File: src/rtl/eco32f_bus_arb_if.sv
// rtl/eco32f_bus_arb_if.sv - fetch/load-store requester ports and shared Wishbone master bundle
interface eco32f_bus_arb_if;
  logic        ibus_req;
  logic [31:0] ibus_adr;
  logic [31:0] ibus_dat;
  logic        ibus_ack;
  logic        ibus_err;

  logic        dbus_req;
  logic        dbus_we;
  logic [3:0]  dbus_sel;
  logic [31:0] dbus_adr;
  logic [31:0] dbus_dat_w;
  logic [31:0] dbus_dat_r;
  logic        dbus_ack;
  logic        dbus_err;

  logic        wb_cyc_o;
  logic        wb_stb_o;
  logic        wb_we_o;
  logic [3:0]  wb_sel_o;
  logic [31:0] wb_adr_o;
  logic [31:0] wb_dat_o;
  logic [31:0] wb_dat_i;
  logic        wb_ack_i;
  logic        wb_err_i;

  // Arbiter side: consumes requests and slave responses, drives everything else.
  modport master (
    input  ibus_req, ibus_adr,
    input  dbus_req, dbus_we, dbus_sel, dbus_adr, dbus_dat_w,
    input  wb_dat_i, wb_ack_i, wb_err_i,
    output ibus_dat, ibus_ack, ibus_err,
    output dbus_dat_r, dbus_ack, dbus_err,
    output wb_cyc_o, wb_stb_o, wb_we_o, wb_sel_o, wb_adr_o, wb_dat_o
  );

  // Environment side: requesters plus the Wishbone slave.
  modport slave (
    output ibus_req, ibus_adr,
    output dbus_req, dbus_we, dbus_sel, dbus_adr, dbus_dat_w,
    output wb_dat_i, wb_ack_i, wb_err_i,
    input  ibus_dat, ibus_ack, ibus_err,
    input  dbus_dat_r, dbus_ack, dbus_err,
    input  wb_cyc_o, wb_stb_o, wb_we_o, wb_sel_o, wb_adr_o, wb_dat_o
  );
endinterface

File: src/rtl/eco32f_bus_arb.sv
// rtl/eco32f_bus_arb.sv - round-robin arbiter of fetch and load/store onto one Wishbone master
module eco32f_bus_arb #(
  parameter int TIMEOUT = 255
) (
  input  logic              clk,
  input  logic              rst,
  eco32f_bus_arb_if.master  bus
);

  typedef enum logic [1:0] {S_IDLE, S_IBUS, S_DBUS} state_t;

  localparam logic [7:0] TMO_LAST = 8'(TIMEOUT - 1);

  state_t      state_q, state_d;
  logic        last_ibus_q, last_ibus_d;
  logic [7:0]  cnt_q, cnt_d;

  logic        cyc_q, cyc_d;
  logic        stb_q, stb_d;
  logic        we_q, we_d;
  logic [3:0]  sel_q, sel_d;
  logic [31:0] adr_q, adr_d;
  logic [31:0] wdat_q, wdat_d;

  logic        iack_q, iack_d;
  logic        ierr_q, ierr_d;
  logic        dack_q, dack_d;
  logic        derr_q, derr_d;
  logic [31:0] idat_q, idat_d;
  logic [31:0] ddat_q, ddat_d;

  logic        pulse_busy;
  logic        tmo;
  logic        done;
  logic        ack_ok;
  logic        err_out;

  // A requester still holds req during its completion pulse, so no grant is
  // allowed while any pulse is visible or that stale request would re-win.
  assign pulse_busy = iack_q | ierr_q | dack_q | derr_q;
  assign tmo        = (cnt_q == TMO_LAST);
  assign done       = bus.wb_ack_i | bus.wb_err_i | tmo;
  assign ack_ok     = bus.wb_ack_i & ~bus.wb_err_i;
  assign err_out    = bus.wb_err_i | (~bus.wb_ack_i & tmo);

  // Next-state, bus latching, completion pulses and timeout counting.
  always_comb begin
    state_d     = state_q;
    last_ibus_d = last_ibus_q;
    cnt_d       = cnt_q;
    cyc_d       = cyc_q;
    stb_d       = stb_q;
    we_d        = we_q;
    sel_d       = sel_q;
    adr_d       = adr_q;
    wdat_d      = wdat_q;
    iack_d      = 1'b0;
    ierr_d      = 1'b0;
    dack_d      = 1'b0;
    derr_d      = 1'b0;
    idat_d      = idat_q;
    ddat_d      = ddat_q;

    case (state_q)
      S_IDLE: begin
        if (!pulse_busy) begin
          if (bus.dbus_req && (!bus.ibus_req || last_ibus_q)) begin
            state_d     = S_DBUS;
            last_ibus_d = 1'b0;
            cnt_d       = 8'd0;
            cyc_d       = 1'b1;
            stb_d       = 1'b1;
            we_d        = bus.dbus_we;
            sel_d       = bus.dbus_sel;
            adr_d       = bus.dbus_adr;
            wdat_d      = bus.dbus_dat_w;
          end else if (bus.ibus_req) begin
            state_d     = S_IBUS;
            last_ibus_d = 1'b1;
            cnt_d       = 8'd0;
            cyc_d       = 1'b1;
            stb_d       = 1'b1;
            we_d        = 1'b0;
            sel_d       = 4'hf;
            adr_d       = bus.ibus_adr;
            wdat_d      = 32'd0;
          end
        end
      end
      S_IBUS, S_DBUS: begin
        if (done) begin
          state_d = S_IDLE;
          cnt_d   = 8'd0;
          cyc_d   = 1'b0;
          stb_d   = 1'b0;
          we_d    = 1'b0;
          sel_d   = 4'h0;
          adr_d   = 32'd0;
          wdat_d  = 32'd0;
          if (state_q == S_IBUS) begin
            iack_d = ack_ok;
            ierr_d = err_out;
            if (bus.wb_ack_i || bus.wb_err_i) idat_d = bus.wb_dat_i;
          end else begin
            dack_d = ack_ok;
            derr_d = err_out;
            if (bus.wb_ack_i || bus.wb_err_i) ddat_d = bus.wb_dat_i;
          end
        end else begin
          cnt_d = cnt_q + 8'd1;
        end
      end
      default: state_d = S_IDLE;
    endcase
  end

  // State register; reset abandons any transaction without a pulse.
  always_ff @(posedge clk) begin
    if (rst) begin
      state_q     <= S_IDLE;
      last_ibus_q <= 1'b1;
      cnt_q       <= 8'd0;
      cyc_q       <= 1'b0;
      stb_q       <= 1'b0;
      we_q        <= 1'b0;
      sel_q       <= 4'h0;
      adr_q       <= 32'd0;
      wdat_q      <= 32'd0;
      iack_q      <= 1'b0;
      ierr_q      <= 1'b0;
      dack_q      <= 1'b0;
      derr_q      <= 1'b0;
      idat_q      <= 32'd0;
      ddat_q      <= 32'd0;
    end else begin
      state_q     <= state_d;
      last_ibus_q <= last_ibus_d;
      cnt_q       <= cnt_d;
      cyc_q       <= cyc_d;
      stb_q       <= stb_d;
      we_q        <= we_d;
      sel_q       <= sel_d;
      adr_q       <= adr_d;
      wdat_q      <= wdat_d;
      iack_q      <= iack_d;
      ierr_q      <= ierr_d;
      dack_q      <= dack_d;
      derr_q      <= derr_d;
      idat_q      <= idat_d;
      ddat_q      <= ddat_d;
    end
  end

  assign bus.wb_cyc_o   = cyc_q;
  assign bus.wb_stb_o   = stb_q;
  assign bus.wb_we_o    = we_q;
  assign bus.wb_sel_o   = sel_q;
  assign bus.wb_adr_o   = adr_q;
  assign bus.wb_dat_o   = wdat_q;
  assign bus.ibus_ack   = iack_q;
  assign bus.ibus_err   = ierr_q;
  assign bus.ibus_dat   = idat_q;
  assign bus.dbus_ack   = dack_q;
  assign bus.dbus_err   = derr_q;
  assign bus.dbus_dat_r = ddat_q;

endmodule

File: src/flat_wrapper.sv
// flat-port wrapper written by rule: the top's interface ports become plain ports
module eco32f_bus_arb_flat 
#(
  parameter int TIMEOUT = 255
)
  (clk, rst, bus_ibus_req, bus_ibus_adr, bus_dbus_req, bus_dbus_we, bus_dbus_sel, bus_dbus_adr, bus_dbus_dat_w, bus_wb_dat_i, bus_wb_ack_i, bus_wb_err_i, bus_ibus_dat, bus_ibus_ack, bus_ibus_err, bus_dbus_dat_r, bus_dbus_ack, bus_dbus_err, bus_wb_cyc_o, bus_wb_stb_o, bus_wb_we_o, bus_wb_sel_o, bus_wb_adr_o, bus_wb_dat_o);
  eco32f_bus_arb_if bus_i ();
  input  logic clk;
  input  logic rst;
  input wire logic [$bits(bus_i.ibus_req)-1:0] bus_ibus_req;
  input wire logic [$bits(bus_i.ibus_adr)-1:0] bus_ibus_adr;
  input wire logic [$bits(bus_i.dbus_req)-1:0] bus_dbus_req;
  input wire logic [$bits(bus_i.dbus_we)-1:0] bus_dbus_we;
  input wire logic [$bits(bus_i.dbus_sel)-1:0] bus_dbus_sel;
  input wire logic [$bits(bus_i.dbus_adr)-1:0] bus_dbus_adr;
  input wire logic [$bits(bus_i.dbus_dat_w)-1:0] bus_dbus_dat_w;
  input wire logic [$bits(bus_i.wb_dat_i)-1:0] bus_wb_dat_i;
  input wire logic [$bits(bus_i.wb_ack_i)-1:0] bus_wb_ack_i;
  input wire logic [$bits(bus_i.wb_err_i)-1:0] bus_wb_err_i;
  output wire logic [$bits(bus_i.ibus_dat)-1:0] bus_ibus_dat;
  output wire logic [$bits(bus_i.ibus_ack)-1:0] bus_ibus_ack;
  output wire logic [$bits(bus_i.ibus_err)-1:0] bus_ibus_err;
  output wire logic [$bits(bus_i.dbus_dat_r)-1:0] bus_dbus_dat_r;
  output wire logic [$bits(bus_i.dbus_ack)-1:0] bus_dbus_ack;
  output wire logic [$bits(bus_i.dbus_err)-1:0] bus_dbus_err;
  output wire logic [$bits(bus_i.wb_cyc_o)-1:0] bus_wb_cyc_o;
  output wire logic [$bits(bus_i.wb_stb_o)-1:0] bus_wb_stb_o;
  output wire logic [$bits(bus_i.wb_we_o)-1:0] bus_wb_we_o;
  output wire logic [$bits(bus_i.wb_sel_o)-1:0] bus_wb_sel_o;
  output wire logic [$bits(bus_i.wb_adr_o)-1:0] bus_wb_adr_o;
  output wire logic [$bits(bus_i.wb_dat_o)-1:0] bus_wb_dat_o;
  assign bus_i.ibus_req = bus_ibus_req;
  assign bus_i.ibus_adr = bus_ibus_adr;
  assign bus_i.dbus_req = bus_dbus_req;
  assign bus_i.dbus_we = bus_dbus_we;
  assign bus_i.dbus_sel = bus_dbus_sel;
  assign bus_i.dbus_adr = bus_dbus_adr;
  assign bus_i.dbus_dat_w = bus_dbus_dat_w;
  assign bus_i.wb_dat_i = bus_wb_dat_i;
  assign bus_i.wb_ack_i = bus_wb_ack_i;
  assign bus_i.wb_err_i = bus_wb_err_i;
  assign bus_ibus_dat = bus_i.ibus_dat;
  assign bus_ibus_ack = bus_i.ibus_ack;
  assign bus_ibus_err = bus_i.ibus_err;
  assign bus_dbus_dat_r = bus_i.dbus_dat_r;
  assign bus_dbus_ack = bus_i.dbus_ack;
  assign bus_dbus_err = bus_i.dbus_err;
  assign bus_wb_cyc_o = bus_i.wb_cyc_o;
  assign bus_wb_stb_o = bus_i.wb_stb_o;
  assign bus_wb_we_o = bus_i.wb_we_o;
  assign bus_wb_sel_o = bus_i.wb_sel_o;
  assign bus_wb_adr_o = bus_i.wb_adr_o;
  assign bus_wb_dat_o = bus_i.wb_dat_o;
  eco32f_bus_arb #(.TIMEOUT(TIMEOUT)) u_core (.clk(clk), .rst(rst), .bus(bus_i));
endmodule
File: config.mk
export PLATFORM = sky130hd
export DESIGN_NAME = eco32f_bus_arb_flat
export DESIGN_NICKNAME = d
export VERILOG_FILES = /design/src/rtl/eco32f_bus_arb_if.sv /design/src/rtl/eco32f_bus_arb.sv /design/src/flat_wrapper.sv
export SDC_FILE = /design/constraint.sdc
export NUM_CORES = 1
export LEC_CHECK = 0
export ABC_AREA = 1
export BUFFER_PORTS_ARGS = -buffer_cell sky130_fd_sc_hd__clkbuf_2
export CORE_UTILIZATION = 52
export CTS_BUF_LIST = sky130_fd_sc_hd__clkbuf_4
export CTS_CLUSTER_DIAMETER = 50
export DETAILED_ROUTE_END_ITERATION = 7
export PLACE_DENSITY = 0.95
export SYNTH_ARGS = -nofsm -noshare
export SYNTH_HDL_FRONTEND = slang
export SYNTH_SLANG_ARGS = --single-unit
File: constraint.sdc
create_clock -name clk -period 4.86 [get_ports clk]
set_input_delay 0.729 -clock clk [delete_from_list [all_inputs] [get_ports clk]]
set_output_delay 0.729 -clock clk [all_outputs]
set_load 0.05 [all_outputs]
==> After elaboration in Yosys (flattened, before gate mapping) <==
Index checks and enable logic that the tools add are counted.
{ "word_totals": {"reg_bits": 149, "inputBits": 139, "word_cells": 85, "out_inout_bits": 139} }
{ "classes": {"n_eq_ne": 6, "bitwise_logic": 14, "muxes": 34, "n_reduce_logical": 16, "addsub": 1} }
{ "op_table": {"columns": ["cell", "count"], "rows": [
  ["32-bit 2-to-1 mux", 7],
  ["32-bit one-hot mux with 2 select lines", 2],
  ["8-bit 2-to-1 mux", 4],
  ["4-bit 2-to-1 mux", 4],
  ["8-bit one-hot mux with 2 select lines", 1],
  ["4-bit AND reduction", 3],
  ["3-bit AND reduction", 3],
  ["8-bit by 1-bit adder with 8-bit output, second input constant", 1],
  ["8-bit == test, second input constant", 1],
  ["1-bit 2-to-1 mux", 8],
  ["2-bit 2-to-1 mux", 4],
  ["4-bit one-hot mux with 2 select lines", 1],
  ["4-bit OR reduction", 2],
  ["1-bit inverter", 6],
  ["1-bit OR", 6],
  ["1-bit one-hot mux with 2 select lines", 2],
  ["2-bit one-hot mux with 2 select lines", 1],
  ["2-bit nonzero test", 2],
  ["3-bit by 2-bit inequality test with 1-bit output, second input constant", 1],
  ["1-bit bitwise AND", 2],
  ["2-bit by 1-bit == test with 1-bit output, second input constant", 1],
  ["2-bit == test, second input constant", 1],
  ["2-bit zero test", 1],
  ["1-bit logical OR", 2],
  ["other kinds (5)", 5]
]} }

==> Longest topological paths before layout <==
Gate-level depths: netlist of run 1.
{ "depth": {"depth_word": 6, "depth_mapped": 11, "ltp_nobuf": 10} }

==> Worst setup path before layout of run 1 <==
No wires, ideal clock.
{ "synth_timing": {"path_type": "input port to flip-flop", "from": "in bus_ibus_req", "to": "reg u_core.adr_q[19] (netlist: u_core.bus.wb_adr_o[19])", "n_path_buf": 1, "slack_ns": 3.171, "cell_stages": 7, "arrival_time_ns": 1.573, "setup_time_ns": 0.116, "required_time_ns": 4.744, "path_cell_list": "nor2_2 -> nand2_2 -> nand2_1 -> inv_2 -> buf_2 -> nand2_1 -> nand2_1"} }
{ "synth_between": {"elab_chain_len": 6, "elab_cells_between_ends": 8, "classes_between": "1 x eq/ne; 3 x mux; 4 x reduce/logical"} }
{ "synth_rtl": {"columns": ["item", "line_no", "text"], "rows": [
  ["from (decl)", "flat_wrapper.sv:10", "input wire logic [$bits(bus_i.ibus_req)-1:0] bus_ibus_req;"],
  ["1-bit zero test", "eco32f_bus_arb.sv:67", "if (bus.dbus_req && (!bus.ibus_req || last_ibus_q)) begin"],
  ["1-bit logical OR", "eco32f_bus_arb.sv:67", null],
  ["1-bit logical AND", "eco32f_bus_arb.sv:67", null],
  ["32-bit 2-to-1 mux", "eco32f_bus_arb.sv:67", null],
  ["32-bit 2-to-1 mux", "eco32f_bus_arb.sv:66", "if (!pulse_busy) begin"],
  ["32-bit one-hot mux with 2 select lines", "eco32f_bus_arb.sv:64", "case (state_q)"],
  ["to (signal assigned)", "eco32f_bus_arb.sv:143", "adr_q <= adr_d;"],
  ["to (decl)", "eco32f_bus_arb.sv:22", "logic [31:0] adr_q, adr_d;"]
]} }
Several ways; a longest one is shown, not always the timed one. The select of a mux whose other input is x is not followed.
A chain may end at the register's enable or synchronous reset.

==> Final worst setup path of run 1 <==
{ "layout_timing": {"from": "reg u_core.state_q[0]", "to": "reg u_core.wdat_q[29] (netlist: u_core.bus.wb_dat_o[29])"} }
{ "layout_between": {"elab_chain_len": 4, "elab_cells_between_ends": 10, "classes_between": "5 x eq/ne; 1 x mux; 4 x reduce/logical"} }
{ "layout_rtl": {"columns": ["item", "line_no", "text"], "rows": [
  ["from (decl)", "eco32f_bus_arb.sv:14", "state_t state_q, state_d;"],
  ["from (signal assigned)", "eco32f_bus_arb.sv:136", "state_q <= state_d;"],
  ["2-bit == test / 2-bit by 1-bit == test with 1-bit output (equally long branches)", "eco32f_bus_arb.sv:64", null],
  ["2-bit OR reduction", "eco32f_bus_arb.sv:64", null],
  ["2-bit by 1-bit inequality test with 1-bit output (no source line) / 2-bit nonzero test (equally long branches)", null, null],
  ["4-bit AND reduction (no source line)", null, null],
  ["to (signal assigned)", "eco32f_bus_arb.sv:144", "wdat_q <= wdat_d;"],
  ["to (decl)", "eco32f_bus_arb.sv:23", "logic [31:0] wdat_q, wdat_d;"]
]} }
Several ways; a longest one is shown, not always the timed one.

==> results of run 1 <==
-- cells in the final DEF, fill, tap and decap left out, drive strengths merged, types with 2 or more instances in the layout --
cell and n:
ha 5, inv 48, bufinv 4, clkinvlp 2, nand3 66, nor2 227, nand2 191, nand4 3
a21oi 6, buf 6, nor3 4, clkinv 6, clkbuf 296, dfxtp 149, o21ai 102
-- cell families after synthesis --
| logic type | Yosys count | share of synthesized area (%) |
|---|---|---|
| simple gates | 494 | 33.4 |
| flops | 149 | 48.7 |
| compound gates | 109 | 8.95 |
| buf+inv | 98 | 7.73 |
| fa+ha+maj | 5 | 1.02 |
| xor+xnor | 1 | 0.143 |
-- cell type report --
| cell class | instances | area, µm² |
|---|---|---|
| fillers | 942 | 3700 |
| repair buffers | 283 | 1430 |
| clock buffers | 19 | 143 |
| flip-flops and latches | 149 | 2980 |
| diodes | 1 | 2.50 |
| multi-input cells | 609 | 2670 |
| well taps | 143 | 179 |
| inverters | 47 | 178 |
| clock inverters | 13 | 180 |
-- worst min path at each step --
stage	start	to	slack (ns)	cells past startpoint
after floorplan	u_core.state_q[1]	u_core.state_q[1]	0.46	2
after global placement	u_core.bus.wb_adr_o[17]	u_core.bus.wb_adr_o[17]	0.45	2
after detailed placement	u_core.bus.wb_adr_o[17]	u_core.bus.wb_adr_o[17]	0.46	2
after CTS	bus_dbus_dat_w[18]	u_core.bus.wb_dat_o[18]	0.31	3
after global routing	bus_dbus_dat_w[4]	u_core.bus.wb_dat_o[4]	0.32	3
final	bus_dbus_dat_w[18]	u_core.bus.wb_dat_o[18]	0.36	3
-- routing by layer --
layer	global-route usage [%]	routed length, µm	share of wire (%)
met1	32.1	6680	40
met2	46.3	8180	48
met3	8.40	1410	8.3
met4	15.3	629	3.7
met5	0	0	0
-- flip-flops by register name (all words and copies together) (netlist names) --
name and cells:
u_core.bus.ibus_err 1, u_core.bus.ibus_dat 32, u_core.cnt_q 8, u_core.bus.wb_sel_o 4, u_core.bus.wb_adr_o 32, u_core.bus.wb_stb_o 1, u_core.bus.wb_dat_o 32, u_core.bus.dbus_dat_r 32
u_core.bus.ibus_ack 1, u_core.bus.dbus_err 1, u_core.state_q 2, u_core.last_ibus_q 1, u_core.bus.dbus_ack 1, u_core.bus.wb_we_o 1
-- power groups by stage --
| stage | combinational (mW) | clock, mW | sequential (mW) |
|---|---|---|---|
| 2_1_floorplan | 0.382 | 0 | 1.85 |
| 3_3_place_gp | 1.01 | 0 | 1.44 |
| 3_5_place_dp | 1.03 | 0 | 1.44 |
| 4_1_cts | 1.03 | 0.884 | 1.42 |
| 5_1_grt | 1.10 | 0.935 | 1.43 |
| 6_report | 1.03 | 0.866 | 1.42 |
-- metrics by stage --
stage	cell area, µm²	hold WS (ns)
3_3_place_gp	7440	0.450
2_1_floorplan	6120	0.456
3_5_place_dp	7440	0.461
6_report	7770	0.355
5_1_grt	7770	0.321
4_1_cts	7760	0.311
-- worst min-delay path, stage by stage --
cell and delay, ns:
clkbuf_2 0.07, nand2_1 0.04, nand2_1 0.04
==> run summary, run 1 <==
Buffers & Inverters on Critical Path: 3
Crit path kind: flip-flop to flip-flop
Vias in the first global route: 6089
Status: complete, no violations
Ys async rst share: 0%
Top-count cell post-synth: nor2_1
Worst r2r src: u_core.state_q[0]
Setup violators final: 0
Final total power: 3.31 mW
Post-route setup slack: 2.03 ns
Wire per inst: 13.4 µm
Final Hold Fails: 0
CTS sink count: 149
DIE WIDTH: 111 µm
Predominant post-synthesis flop cell: dfxtp_1
Top cell type's share of synthesized area: 48.7%
Post-synthesis sequential area ratio: 48.7%
CP Data Required Time: 5.36 ns
Initial DRC Count: 479
Rel. slew slack: 29.6%
Post-synth top cells: nor2_1, nand2_1, dfxtp_1
Flop pwr share: 42.8%
Slew @ Worst Pin: 1.06 ns
R2R cell count: 9
Post-CTS Resized: 0
Worst-skew pair later-pin latency: 0.56 ns
Lkg Pwr: 4.22 nW
Biggest area consumer among synthesized cells: dfxtp_1
Layout area overhead: 26.9%
DRC: 0
First-pass GRT wire length: 27800 µm
Synth top area cells: dfxtp_1, nor2_1, nand2_1
Initial antenna violation count: 1
Total Wirelength: 16900 µm
FF+latch count, synth: 149
Post-Place Cells: 1231
Clock power frac: 26.1%
Setup Skew: 0.0107 ns
Net Count, Synth: 1000
Synth warn: 0
WP depth: 9
Clock-pin slew on the worst setup and hold paths: 0.12 ns
ANT nets after route: 0
TritonCTS clock tree: yes
Layout Nets: 1251
Final Max Tran Viols: 0
Synth Cell Area: 6120 µm²
H-tree levels: 4
Post-route insts no fill: 1264
Die footprint: 12200 µm²
IO Count: 278
CTS Buffer Depth: 2
Port bufs: 277
Row count: 39
Die Height: 111 µm
Vias per cell: 5.08
Largest net degree at the start of global routing: 69
Setup TNS: 0 ns
Post-detail-place hpwl: 11800 µm
Fraction of layout cells with a size suffix above 1: 30.4%
IR drop worst, VDD: 429 µV
Crit path capture: u_core.bus.wb_dat_o[29]
CP max FO: 54
Int Power: 2.00 mW
Worst path most repeated cell: inv_1
Reg2reg setup slack: 2.03 ns
Critical path arrival: 3.33 ns
Slowest stage delay, CP: 0.67 ns
Pwr Density: 426 nW/µm²
MaxCap Viol Count: 0
RSZ-0062 raised after global routing: false
Core area: 11500 µm²
Critical Path Source: u_core.state_q[0]
Iteration count of the initial detailed-routing pass: 8
CP cell instances: inv_1, ha_1, inv_1, nor3_1, nand2_2, nand3_2, buf_4, nand3_1, nand2_1
Vias: 6422
Max Clk Rate: 353 MHz
Root buf cell: clkbuf_4
CTS Buf Count: 17
Combinational Power Share: 31.1%
Starting Density: 53.4%
Post-CTS setup buffers: 0
Mean Syn Cell Area: 7.15 µm²
Mapped Cells: 856
Post-route clock period utilization: 58.2%
Utilization after layout: 67.7%
Top delay family on crit path: simple AND/OR/NAND/NOR gates
Worst hold path type: input pin to flip-flop
Nature of the critical path startpoint: flip-flop
Distinct cells, synth: 29
CP endpoint kind: flip-flop
Number of flops mapped to enable cells by yosys: 0
Gr usage total: 27.9%
Hold Buf Count CTS: 0
Total congestion overflow: 0
Sw frac: 39.7%
Worst r2r dst: u_core.bus.wb_dat_o[29]
Fin crit period: 2.83 ns
Net Sw Power: 1.31 mW
DP Worst Slack: 2.04 ns
Routability congestion estimate from global placement: 0.815
Critical-path top delay cell: ha_1
(Power assumes the default switching activity.)
==> run 2: changes to the inputs <==
Settings changed: CORE_UTILIZATION 52 to 49, PLACE_DENSITY 0.95 to 0.91.
Clock period 4.86 ns to 2.8 ns, I/O delays scaled along.
==> run summary, run 2 (synthesis results as in run 1) <==
Iteration count of the initial detailed-routing pass: 5 (-3)
Reg2reg setup slack: 0.61 ns (-1.42 ns)
Critical-path top delay cell: ha_1
CP Data Required Time: 3.27 ns (-2.09 ns)
Layout Nets: 1266 (+1.2%)
Total Wirelength: 17200 µm (+1.7%)
Status: complete, no violations
IR drop worst, VDD: 493 µV (+15%)
Max Clk Rate: 456 MHz (+29%)
ANT cells: 0 (-1)
Worst path most repeated cell: inv_1
Setup Skew: 0.0210 ns (+0.0103 ns)
Die Height: 114 µm (+3.0%)
Post-detail-place hpwl: 11600 µm (-1.7%)
Critical path arrival: 2.67 ns (-0.66 ns)
Slowest stage delay, CP: 0.40 ns (-0.27 ns)
Core area: 12100 µm² (+5.6%)
Post-CTS Resized: 0 (unchanged)
CTS sink count: 149 (unchanged)
Fin area: 7970 µm² (+2.7%)
Most frequent cells in the layout: clkbuf_2, nor2_1, nand2_1
Crit path kind: flip-flop to flip-flop
WHS: 0.0530 ns (-0.302 ns)
CP max FO: 85 (+57%)
ANT nets after route: 0 (unchanged)
CP endpoint kind: flip-flop
Row count: 40 (+2.6%)
Layout area overhead: 30.2%
Clock-pin slew on the worst setup and hold paths: 0.13 ns (about the same)
Post-route clock period utilization: 78.3% (+20 points)
Final Max Tran Viols: 0 (unchanged)
CTS Buffer Depth: 2 (unchanged)
Hold Crit Depth: 3 (unchanged)
Port bufs: 277 (unchanged)
MaxCap Viol Count: 0 (unchanged)
Setup violators final: 0 (unchanged)
RSZ-0062 raised after global routing: false
Routability congestion estimate from global placement: 0.823 (+0.96%)
CP cell instances: inv_1, ha_1, buf_4, inv_1, nor3_1, nand2_2, nand3_2, buf_12, nand3_1, o21ai_0
Fin crit period: 2.19 ns (-0.638 ns)
DRC: 0 (unchanged)
Rel. slew slack: 30.0% (+0.38 points)
Initial DRC Count: 405 (-15%)
CTS Buf Count: 17 (unchanged)
Vias per cell: 4.90 (-3.5%)
Wire per inst: 13.2 µm (-1.4%)
Fraction of layout cells with a size suffix above 1: 30.1% (-0.22 points)
Critical Path Source: u_core.state_q[0]
Hold Path Origin: bus_dbus_dat_w[30]
DP Area: 7510 µm² (+0.89%)
Die footprint: 12900 µm² (+6.0%)
Total congestion overflow: 0 (unchanged)
Setup TNS: 0 ns (unchanged)
R2R cell count: 10 (+1)
Slew @ Worst Pin: 1.05 ns (-0.00574 ns)
Worst r2r src: u_core.state_q[0]
Hold Crit Endpoint: u_core.bus.wb_dat_o[30]
Final Hold Fails: 0 (unchanged)
Root buf cell: clkbuf_4
Top delay family on crit path: buffers and inverters
First-pass GRT wire length: 27400 µm (-1.4%)
H-tree levels: 4 (unchanged)
Lkg Pwr: 4.30 nW (+1.7%)
TritonCTS clock tree: yes
Vias in the first global route: 5977 (-1.8%)
Most common cell after layout, fill and taps aside: clkbuf_2
Gr usage total: 26.8% (-1.1 points)
DIE WIDTH: 114 µm (+3.0%)
Initial antenna violation count: 0 (-1)
Pwr Density: 737 nW/µm² (+73%)
IO Count: 278 (unchanged)
Fill cell count: 1010 (+7.2%)
Worst hold path type: input pin to flip-flop
Vias: 6388 (-0.53%)
Buffers & Inverters on Critical Path: 4 (+1)
Nature of the critical path startpoint: flip-flop
Worst r2r dst: u_core.bus.wb_sel_o[2]
Worst-skew pair later-pin latency: 0.56 ns (about the same)
Largest net degree at the start of global routing: 86 (+25%)
Starting Density: 50.5% (-2.8 points)
-- run 2: cell count changes in the layout (fill, tap and decap cells not counted) --
cell	delta
clkinvlp_4	+1
diode_2	-1
buf_4	+2
clkinv_4	-1
bufinv_16	+1
clkinv_2	-2
clkinv_1	+1
dlygate4sd3_1	+12
buf_12	+1
-- run 2: how the worst max path moves through the flow --
stage                             end  cells after the start
4_1_cts               u_core.cnt_q[3]                     10
3_5_place_dp          u_core.cnt_q[3]                     10
5_1_grt               u_core.cnt_q[5]                     10
6_report       u_core.bus.wb_sel_o[2]                     10
3_3_place_gp          u_core.cnt_q[3]                     10
2_1_floorplan  u_core.bus.wb_dat_o[0]                     11
-- run 2: metrics by stage --
| stage | worst slack [ns] | total power, mW | utilization [%] | cells |
|---|---|---|---|---|
| CTS | 0.596 | 5.90 | 65.8 | 1303 |
| global placement | 0.727 | 4.27 | 62.0 | 1259 |
| global route | 0.445 | 6.15 | 65.8 | 1303 |
| finish | 0.608 | 5.88 | 65.8 | 1303 |
| detailed placement | 0.620 | 4.30 | 62.0 | 1259 |
| floorplan | 1.15 | 3.88 | - | 856 |
-- run 2: repair_timing --
item                                    CTS  global route
setup buffers                             0             0
hold buffers                             12             0
hold endpoints to repair                 12             0
endpoints found under the setup margin    0             0
-- run 2: layout make-up --
type                       count  area [µm²]  area share [%]
sequential                   149        2980            37.4
inverter                      47         178            2.23
multi-input combinational    609        2670            33.5
timing repair buffer         298        1590            19.9
clock inverter                13         203            2.54
clock buffer                  19         143            1.79
tap                          168         210            2.64
-- run 2: tightest hold or removal path, delay by kind of cell --
family	cells	cell delay (ns)
and+or+nand+nor	2	0.10
buffers and inverters	1	0.08
-- run 2: power by group --
group	total (mW)	internal, mW	switching, mW
sequential	2.45	2.34	0.114
combinational	1.82	0.432	1.39
clock	1.60	0.816	0.787
-- run 2: per-layer routing --
| layer | GRT usage (%) | routed length, µm | vias up |
|---|---|---|---|
| met2 | 46.6 | 8340 | 271 |
| met3 | 11.4 | 1600 | 34 |
| met4 | 11.1 | 406 | 0 |
| met5 | 0 | 0 | - |
| met1 | 28.5 | 6830 | 2857 |
| li1 | - | - | 3226 |
